### src/rtl/lsq_mem_port_sched.sv
// Single data-memory port scheduler between load issue and committed-store drain, with load writeback.
// Optional store-starvation guard is compiled in when ST_STARVE_GUARD_EN is defined.
module lsq_mem_port_sched #(
   parameter int RD_LAT     = 2,
   parameter int ST_HI_WM   = 6,
   parameter int STARVE_MAX = 4
) (
   input  logic        clk,
   input  logic        rst,
   input  logic        flsh,
   input  logic        ld_req,
   input  logic [15:0] ld_addr,
   input  logic [5:0]  ld_indx,
   input  logic [5:0]  ld_phy,
   output logic        ld_gnt,
   input  logic        st_req,
   input  logic [15:0] st_addr,
   input  logic [15:0] st_data,
   input  logic [3:0]  sq_cnt,
   output logic        st_gnt,
   output logic        mem_en,
   output logic        mem_we,
   output logic [15:0] mem_addr,
   output logic [15:0] mem_wdata,
   input  logic [15:0] mem_rdata,
   output logic        wb_vld,
   output logic [5:0]  wb_indx,
   output logic [5:0]  wb_phy,
   output logic [15:0] wb_data,
   output logic [1:0]  arb_state
);

   typedef enum logic [1:0] {
      IDLE    = 2'd0,
      LD_WAIT = 2'd1,
      ST_WR   = 2'd2
   } state_t;

   state_t      state, state_nxt;
   logic [2:0]  lat_cnt, lat_nxt;
   logic        kill, kill_nxt;
   logic [5:0]  tag_indx, tag_indx_nxt;
   logic [5:0]  tag_phy, tag_phy_nxt;

   logic        ld_gnt_nxt, st_gnt_nxt, mem_en_nxt, mem_we_nxt, wb_vld_nxt;
   logic [15:0] mem_addr_nxt, mem_wdata_nxt, wb_data_nxt;
   logic [5:0]  wb_indx_nxt, wb_phy_nxt;

   logic        st_hi, ld_ok, starve_force, grant_st, grant_ld, ld_dead;

`ifdef ST_STARVE_GUARD_EN
   logic [2:0]  starve_cnt, starve_nxt;
`endif

   assign arb_state = state;

   // Arbitration: high-watermark store, then (optionally) starved store, then load, then any store.
   always_comb begin
      st_hi = st_req && (int'(sq_cnt) >= ST_HI_WM);
      ld_ok = ld_req && !flsh;
`ifdef ST_STARVE_GUARD_EN
      starve_force = st_req && (int'(starve_cnt) >= STARVE_MAX);
`else
      starve_force = 1'b0;
`endif
      grant_st = st_hi || starve_force || (st_req && !ld_ok);
      grant_ld = ld_ok && !grant_st;
   end

   // NOTE: every signal written here gets a default first, so no path can leave one unassigned and infer a latch.
   always_comb begin
      state_nxt     = state;
      lat_nxt       = lat_cnt;
      kill_nxt      = kill;
      tag_indx_nxt  = tag_indx;
      tag_phy_nxt   = tag_phy;
      ld_gnt_nxt    = 1'b0;
      st_gnt_nxt    = 1'b0;
      mem_en_nxt    = 1'b0;
      mem_we_nxt    = mem_we;
      mem_addr_nxt  = mem_addr;
      mem_wdata_nxt = mem_wdata;
      wb_vld_nxt    = 1'b0;
      wb_indx_nxt   = wb_indx;
      wb_phy_nxt    = wb_phy;
      wb_data_nxt   = wb_data;
      ld_dead       = kill || flsh;
`ifdef ST_STARVE_GUARD_EN
      starve_nxt    = starve_cnt;
`endif

      unique case (state)
         IDLE: begin
            kill_nxt = 1'b0;
            lat_nxt  = 3'd0;
            if (grant_st) begin
               state_nxt     = ST_WR;
               st_gnt_nxt    = 1'b1;
               mem_en_nxt    = 1'b1;
               mem_we_nxt    = 1'b1;
               mem_addr_nxt  = st_addr;
               mem_wdata_nxt = st_data;
`ifdef ST_STARVE_GUARD_EN
               starve_nxt    = 3'd0;
`endif
            end else if (grant_ld) begin
               state_nxt    = LD_WAIT;
               ld_gnt_nxt   = 1'b1;
               mem_en_nxt   = 1'b1;
               mem_we_nxt   = 1'b0;
               mem_addr_nxt = ld_addr;
               tag_indx_nxt = ld_indx;
               tag_phy_nxt  = ld_phy;
`ifdef ST_STARVE_GUARD_EN
               if (st_req && starve_cnt != 3'd7) starve_nxt = starve_cnt + 3'd1;
`endif
            end
         end

         // Waits the full latency even when killed so the returning read cannot collide with a new access.
         LD_WAIT: begin
            kill_nxt = ld_dead;
            if (int'(lat_cnt) == RD_LAT) begin
               state_nxt = IDLE;
               kill_nxt  = 1'b0;
               if (!ld_dead) begin
                  wb_vld_nxt  = 1'b1;
                  wb_indx_nxt = tag_indx;
                  wb_phy_nxt  = tag_phy;
                  wb_data_nxt = mem_rdata;
               end
            end else begin
               lat_nxt = lat_cnt + 3'd1;
            end
         end

         ST_WR: begin
            state_nxt = IDLE;
         end

         default: begin
            state_nxt = IDLE;
         end
      endcase
   end

   // NOTE: sequential state uses non-blocking assignments so every register updates from pre-edge values.
   always_ff @(posedge clk) begin
      if (rst) begin
         state     <= IDLE;
         lat_cnt   <= 3'd0;
         kill      <= 1'b0;
         tag_indx  <= 6'd0;
         tag_phy   <= 6'd0;
         ld_gnt    <= 1'b0;
         st_gnt    <= 1'b0;
         mem_en    <= 1'b0;
         mem_we    <= 1'b0;
         mem_addr  <= 16'd0;
         mem_wdata <= 16'd0;
         wb_vld    <= 1'b0;
         wb_indx   <= 6'd0;
         wb_phy    <= 6'd0;
         wb_data   <= 16'd0;
`ifdef ST_STARVE_GUARD_EN
         starve_cnt <= 3'd0;
`endif
      end else begin
         state     <= state_nxt;
         lat_cnt   <= lat_nxt;
         kill      <= kill_nxt;
         tag_indx  <= tag_indx_nxt;
         tag_phy   <= tag_phy_nxt;
         ld_gnt    <= ld_gnt_nxt;
         st_gnt    <= st_gnt_nxt;
         mem_en    <= mem_en_nxt;
         mem_we    <= mem_we_nxt;
         mem_addr  <= mem_addr_nxt;
         mem_wdata <= mem_wdata_nxt;
         wb_vld    <= wb_vld_nxt;
         wb_indx   <= wb_indx_nxt;
         wb_phy    <= wb_phy_nxt;
         wb_data   <= wb_data_nxt;
`ifdef ST_STARVE_GUARD_EN
         starve_cnt <= starve_nxt;
`endif
      end
   end

endmodule

### config.mk
export PLATFORM = sky130hd
export DESIGN_NAME = lsq_mem_port_sched
export DESIGN_NICKNAME = d
export VERILOG_FILES = /design/src/rtl/lsq_mem_port_sched.sv
export SDC_FILE = /design/constraint.sdc
export NUM_CORES = 1
export LEC_CHECK = 0
export BUFFER_PORTS_ARGS = -buffer_cell sky130_fd_sc_hd__buf_2
export CORE_MARGIN = 10
export CORE_UTILIZATION = 30
export CTS_CLUSTER_SIZE = 25
export DETAILED_ROUTE_END_ITERATION = 8
export PLACE_DENSITY = 0.53
export SLEW_MARGIN = 15
export SYNTH_ARGS = -nofsm -noshare
export SYNTH_HDL_FRONTEND = slang
export SYNTH_SLANG_ARGS = --single-unit
export TNS_END_PERCENT = 1
### constraint.sdc
create_clock -name clk -period 2.7 [get_ports clk]
set_clock_uncertainty 0.15 [all_clocks]
set_input_delay 0.405 -clock clk [delete_from_list [all_inputs] [get_ports clk]]
set_output_delay 0.405 -clock clk [all_outputs]
set_load 0.02 [all_outputs]
# Word-level counts from Yosys, hierarchy flattened
# Cells that the tools add are included.
[word_totals]
regBits = 83
input_bits = 85
output_inout_bits = 67
wordCells = 64
[op_classes]
addsub = 1
n_lt_le_gt_ge = 1
eq_ne = 5
n_mux = 16
bitwise_logic = 5
n_reduce_logical = 21
[ops]
columns = ["operator", "count"]
rows = [
  ["$mux 16", 2],
  ["$reduce_and 2->1", 4],
  ["$mux 1", 7],
  ["$mux 2", 3],
  ["$pmux 3 s2", 1],
  ["$reduce_and 3->1", 2],
  ["$reduce_or 3->1", 2],
  ["$not 1->1", 5],
  ["$ge 4x3->1 const B", 1],
  ["$logic_and 1x1->1", 4],
  ["$ne 2x2->1 const B", 2],
  ["$pmux 2 s2", 1],
  ["$reduce_bool 2->1", 2],
  ["$add 3x1->3 const B", 1],
  ["$eq 3x3->1 const B", 1],
  ["$logic_not 1->1", 3],
  ["$mux 3", 1],
  ["$ne 3x3->1 const B", 1],
  ["$eq 2x1->1 const B", 1],
  ["$logic_not 2->1", 1],
  ["$logic_or 1x1->1", 2],
  ["$pmux 1 s2", 1],
  ["$reduce_or 2->1", 1],
]

# Depth between registers and ports, before layout
[logic_depth]
depth_word = 10
depth_mapped = 7
depth_no_buf = 5

# Worst setup path before layout
# OpenSTA, ideal clock, no wires.
[synth_timing]
kind = "register -> register"
start = "reg state[1], in the netlist arb_state[1]"
end = "reg wb_data[10]"
setup_ns = 0.132
arrival_ns = 1.568
required_ns = 2.418
slack_ns = 0.850
stages_incl_launch_ff = 7
path_buffers = 3
period_less_slack_ns = 1.850
cell_sequence = "dfxtp_1 buf_2 or4b_1 buf_2 buf_2 o21ai_1 a21oi_1"
[synth_between]
elab_chain_len = 2
[synth_rtl]
columns = ["element", "line_no", "source"]
rows = [
  ["from (decl)", "39", "state_t state, state_nxt;"],
  ["from (signal assigned)", "169", "state <= state_nxt;"],
  ["$eq 2x1->1", "92", "unique case (state)"],
  ["$reduce_and 3->1 (no source line)", "-", ""],
  ["to (signal assigned)", "183", "wb_data <= wb_data_nxt;"],
  ["to (decl)", "29", "output logic [15:0] wb_data,"],
]
# No other way between the ends.
# A chain may end at the register's enable or synchronous reset.

# Final worst setup path
[layout_timing]
start = "reg state[1], in the netlist arb_state[1]"
end = "reg wb_phy[1]"
[layout_between]
elab_chain_len = 2
[layout_rtl]
columns = ["element", "line_no", "source"]
rows = [
  ["$eq 2x1->1", "92", ""],
  ["$reduce_and 3->1 (no source line)", "-", ""],
  ["to (signal assigned)", "182", "wb_phy <= wb_phy_nxt;"],
  ["to (decl)", "28", "output logic [5:0] wb_phy,"],
]
# No other way between the ends.

==> results.yml <==
floorplanning:
  rows: 40
  die_h_um: 130
  dieArea_mm2: 0.0169
  io_pins: 152
  fp.dieW_um: 130
  start_util: 0.304
  core_area_mm2: 0.0119
worst_setup_path:
  r2r-start: "arb_state[1]$_SDFFE_PP0P_"
  cp_max_fo: 21
  critical_path.startpoint_type: "flop"
  critical_path_class: "flop to flop"
  cp.arrival_ns: 1.99
  startpoint: "arb_state[1]$_SDFFE_PP0P_"
  r2r_slack_ns: 0.75
  cp.required_ns: 2.74
  cpPeakStageDelay_ns: 0.78
  crit_chain: "or4b_1 > buf_12 > o21ai_1 > a21oi_1"
  critPathSlowestCell: "or4b_1"
  endpoint_kind: "flop"
clocking:
  clk_pin_slew_ns: 0.06
  cts_tree: "done"
  cts_resized: 0
  postCtsHoldBufs: 0
  clock_sinks: 83
  cts_setup_buffers: 0
  cts_max_path_buffers: 2
  clkLatencyLatePin_ns: 0.34
  cts_buffers: 9
  h-tree-depth: 3
  cts-root-buf: "clkbuf_16"
global_route:
  grt_max_degree: 89
  antenna_found_initial: 1
  grt.overflow.total: 0
  track_usage: 0.122
  grt_pass1_vias: 3323
  grt_pass1_wl_um: 16500
drt:
  dr.pass1.iters: 4
  ant_nets: 0
  drc_errors: 0
  drt-wirelength-per-cell_um: 15.5
  routed_wl_um: 10600
  viasPerCell: 4.74
  dr_total_vias: 3249
  drt_iter0_drc: 114
pwr:
  powerDensity_mw_per_mm2: 624
  cellInternalPower_w: 0.00225
  combPwrFrac: 0.128
  worst_ir_drop_vdd_v: 0.000216
  cellLeakagePower_nw: 2.12
  seq_power_share: 0.438
  p_clk_frac: 0.434
  p_sw_frac: 0.248
  p_switching_w: 0.000743
layout:
  area_growth_syn_to_layout_pct: 32.6
  diodes: 0
  drive_above_1_share: 0.338
  nets: 621
sta:
  finalCritPeriodShare: 0.723
  drv_slew: 0
  fmax_mhz: 513
  finalSetupTns_ns: 0
  period_minus_slack_ns: 1.95
  worst_pin_slew_ns: 0.907
  hold_violations: 0
  setup_viol: 0
  maxSlewHeadroom: 0.393
  rsz0062_at_grt: "no"
  setup_ws_ns: 0.749
placement:
  dp_hpwl_um: 7780
  port_buffers: 150
  gp_congestion: 0.726
  dp_slack_ns: 0.462
hold_path:
  holdCritStartpoint: "st_addr[3]"
  hold_class: "primary input to flop"
synth:
  ys_ff_latch: 83
  synth_edf_count: 0
  yosys_most_used_dff: "dfxtp_1"
  seq_area_frac_synth: 0.459
  synth_warnings: 0
  synth.avg_cell_area_um2: 9.12
  syn_inst: 397
  async_flop_share: 0
  synth_cell_types: 31
  synthesis.area_mm2: 0.00362
  mappedNetlistNets: 484
status:
  status: "finished clean"
run:
  maxCapViolCount: 0
cell type report:
type | count | area [um2]
clock buffer | 11 | 233
clock inverter | 5 | 77.6
fill | 1255 | 7110
inverter | 39 | 146
multi-input combinational | 241 | 1660
sequential | 83 | 1660
tap | 147 | 184
timing repair buffer | 160 | 838
metrics by stage:
step | cell area (um2) | hold WS, ns | util | total power (W) | instances
2_1_floorplan | 3620 | 0.294 | - | 0.00157 | 397
3_3_place_gp | 4490 | 0.302 | 0.377 | 0.00172 | 670
3_5_place_dp | 4490 | 0.307 | 0.377 | 0.00173 | 670
4_1_cts | 4800 | 0.150 | 0.403 | 0.00304 | 686
5_1_grt | 4800 | 0.166 | 0.403 | 0.00313 | 686
6_report | 4800 | 0.160 | 0.403 | 0.00299 | 686
logic make-up after synthesis:
group,Yosys count,synth area share
buf+inv,73,0.0833
compound gates,107,0.194
simple gates,104,0.180
flops,83,0.459
fa+ha+maj,2,0.00691
mux,28,0.0774
routing by layer:
metal	share of wire	global-route usage
met1	0.43	0.140
met4	0.013	0.0516
met3	0.10	0.0588
met2	0.45	0.190
met5	0	0
Yosys cell counts (2+ instances only):
library cell	count	area [um2]
a2111oi_4	2	55.1
o21ai_1	30	150
or3_1	3	18.8
o211ai_1	16	120
mux2i_1	28	280
clkbuf_1	19	71.3
ha_1	2	25.0
nor3_1	2	10.0
nand3_1	28	140
nor2_1	2	7.51
nor4b_4	2	47.6
dfxtp_1	83	1660
nand2b_1	60	375
nor2b_1	2	12.5
buf_2	13	65.1
o21ai_0	4	20.0
inv_1	38	143
o221ai_1	16	140
a21oi_1	35	175
path summary, 6_finish.rpt:
check | endpoint | cells after the start
worst min-delay path | mem_addr[3]$_SDFFE_PP0P_ | 3
worst max register to register | wb_phy[1]$_SDFFE_PP0P_ | 4
worst max-delay path | wb_phy[1]$_SDFFE_PP0P_ | 4
worst min register to register | wb_indx[5]$_SDFFE_PP0P_ | 2
power groups by stage:
| stage | registers [W] | logic (W) | clock network, W |
|---|---|---|---|
| 2_1_floorplan | 0.00140 | 0.000179 | 0 |
| 3_5_place_dp | 0.00134 | 0.000390 | 0 |
| 4_1_cts | 0.00131 | 0.000391 | 0.00134 |
| 5_1_grt | 0.00132 | 0.000422 | 0.00139 |
| 3_3_place_gp | 0.00134 | 0.000384 | 0 |
| 6_report | 0.00131 | 0.000384 | 0.00130 |
flip-flops by register name, summed over array words and instances, names as in the netlist, 2 cells and up:
register   count
lat_cnt        3
tag_phy        6
wb_data       16
wb_indx        6
mem_wdata     16
tag_indx       6
wb_phy         6
arb_state      2
mem_addr      16
critical path, delay by kind of cell (launching register included):
kind	cells	cell delay, ns
DFF	1	0.40
buffers and inverters	1	0.26
and+or+nand+nor	1	0.78
AOI/OAI and AO/OA	2	0.21
placed cells by master, fill, tap and decap left out, types with 3 or more instances in the layout:
cell | Yosys | final
a21oi_1 | 35 | 35
buf_2 | 13 | 150
buf_4 | 1 | 9
clkbuf_16 | 0 | 9
dfxtp_1 | 83 | 83
inv_1 | 38 | 38
mux2i_1 | 28 | 28
nand2b_1 | 60 | 60
nand3_1 | 28 | 28
o211ai_1 | 16 | 16
o21ai_0 | 4 | 4
o21ai_1 | 30 | 30
o221ai_1 | 16 | 16
or3_1 | 3 | 3
No activity file was read; power rests on OpenSTA's default activity.
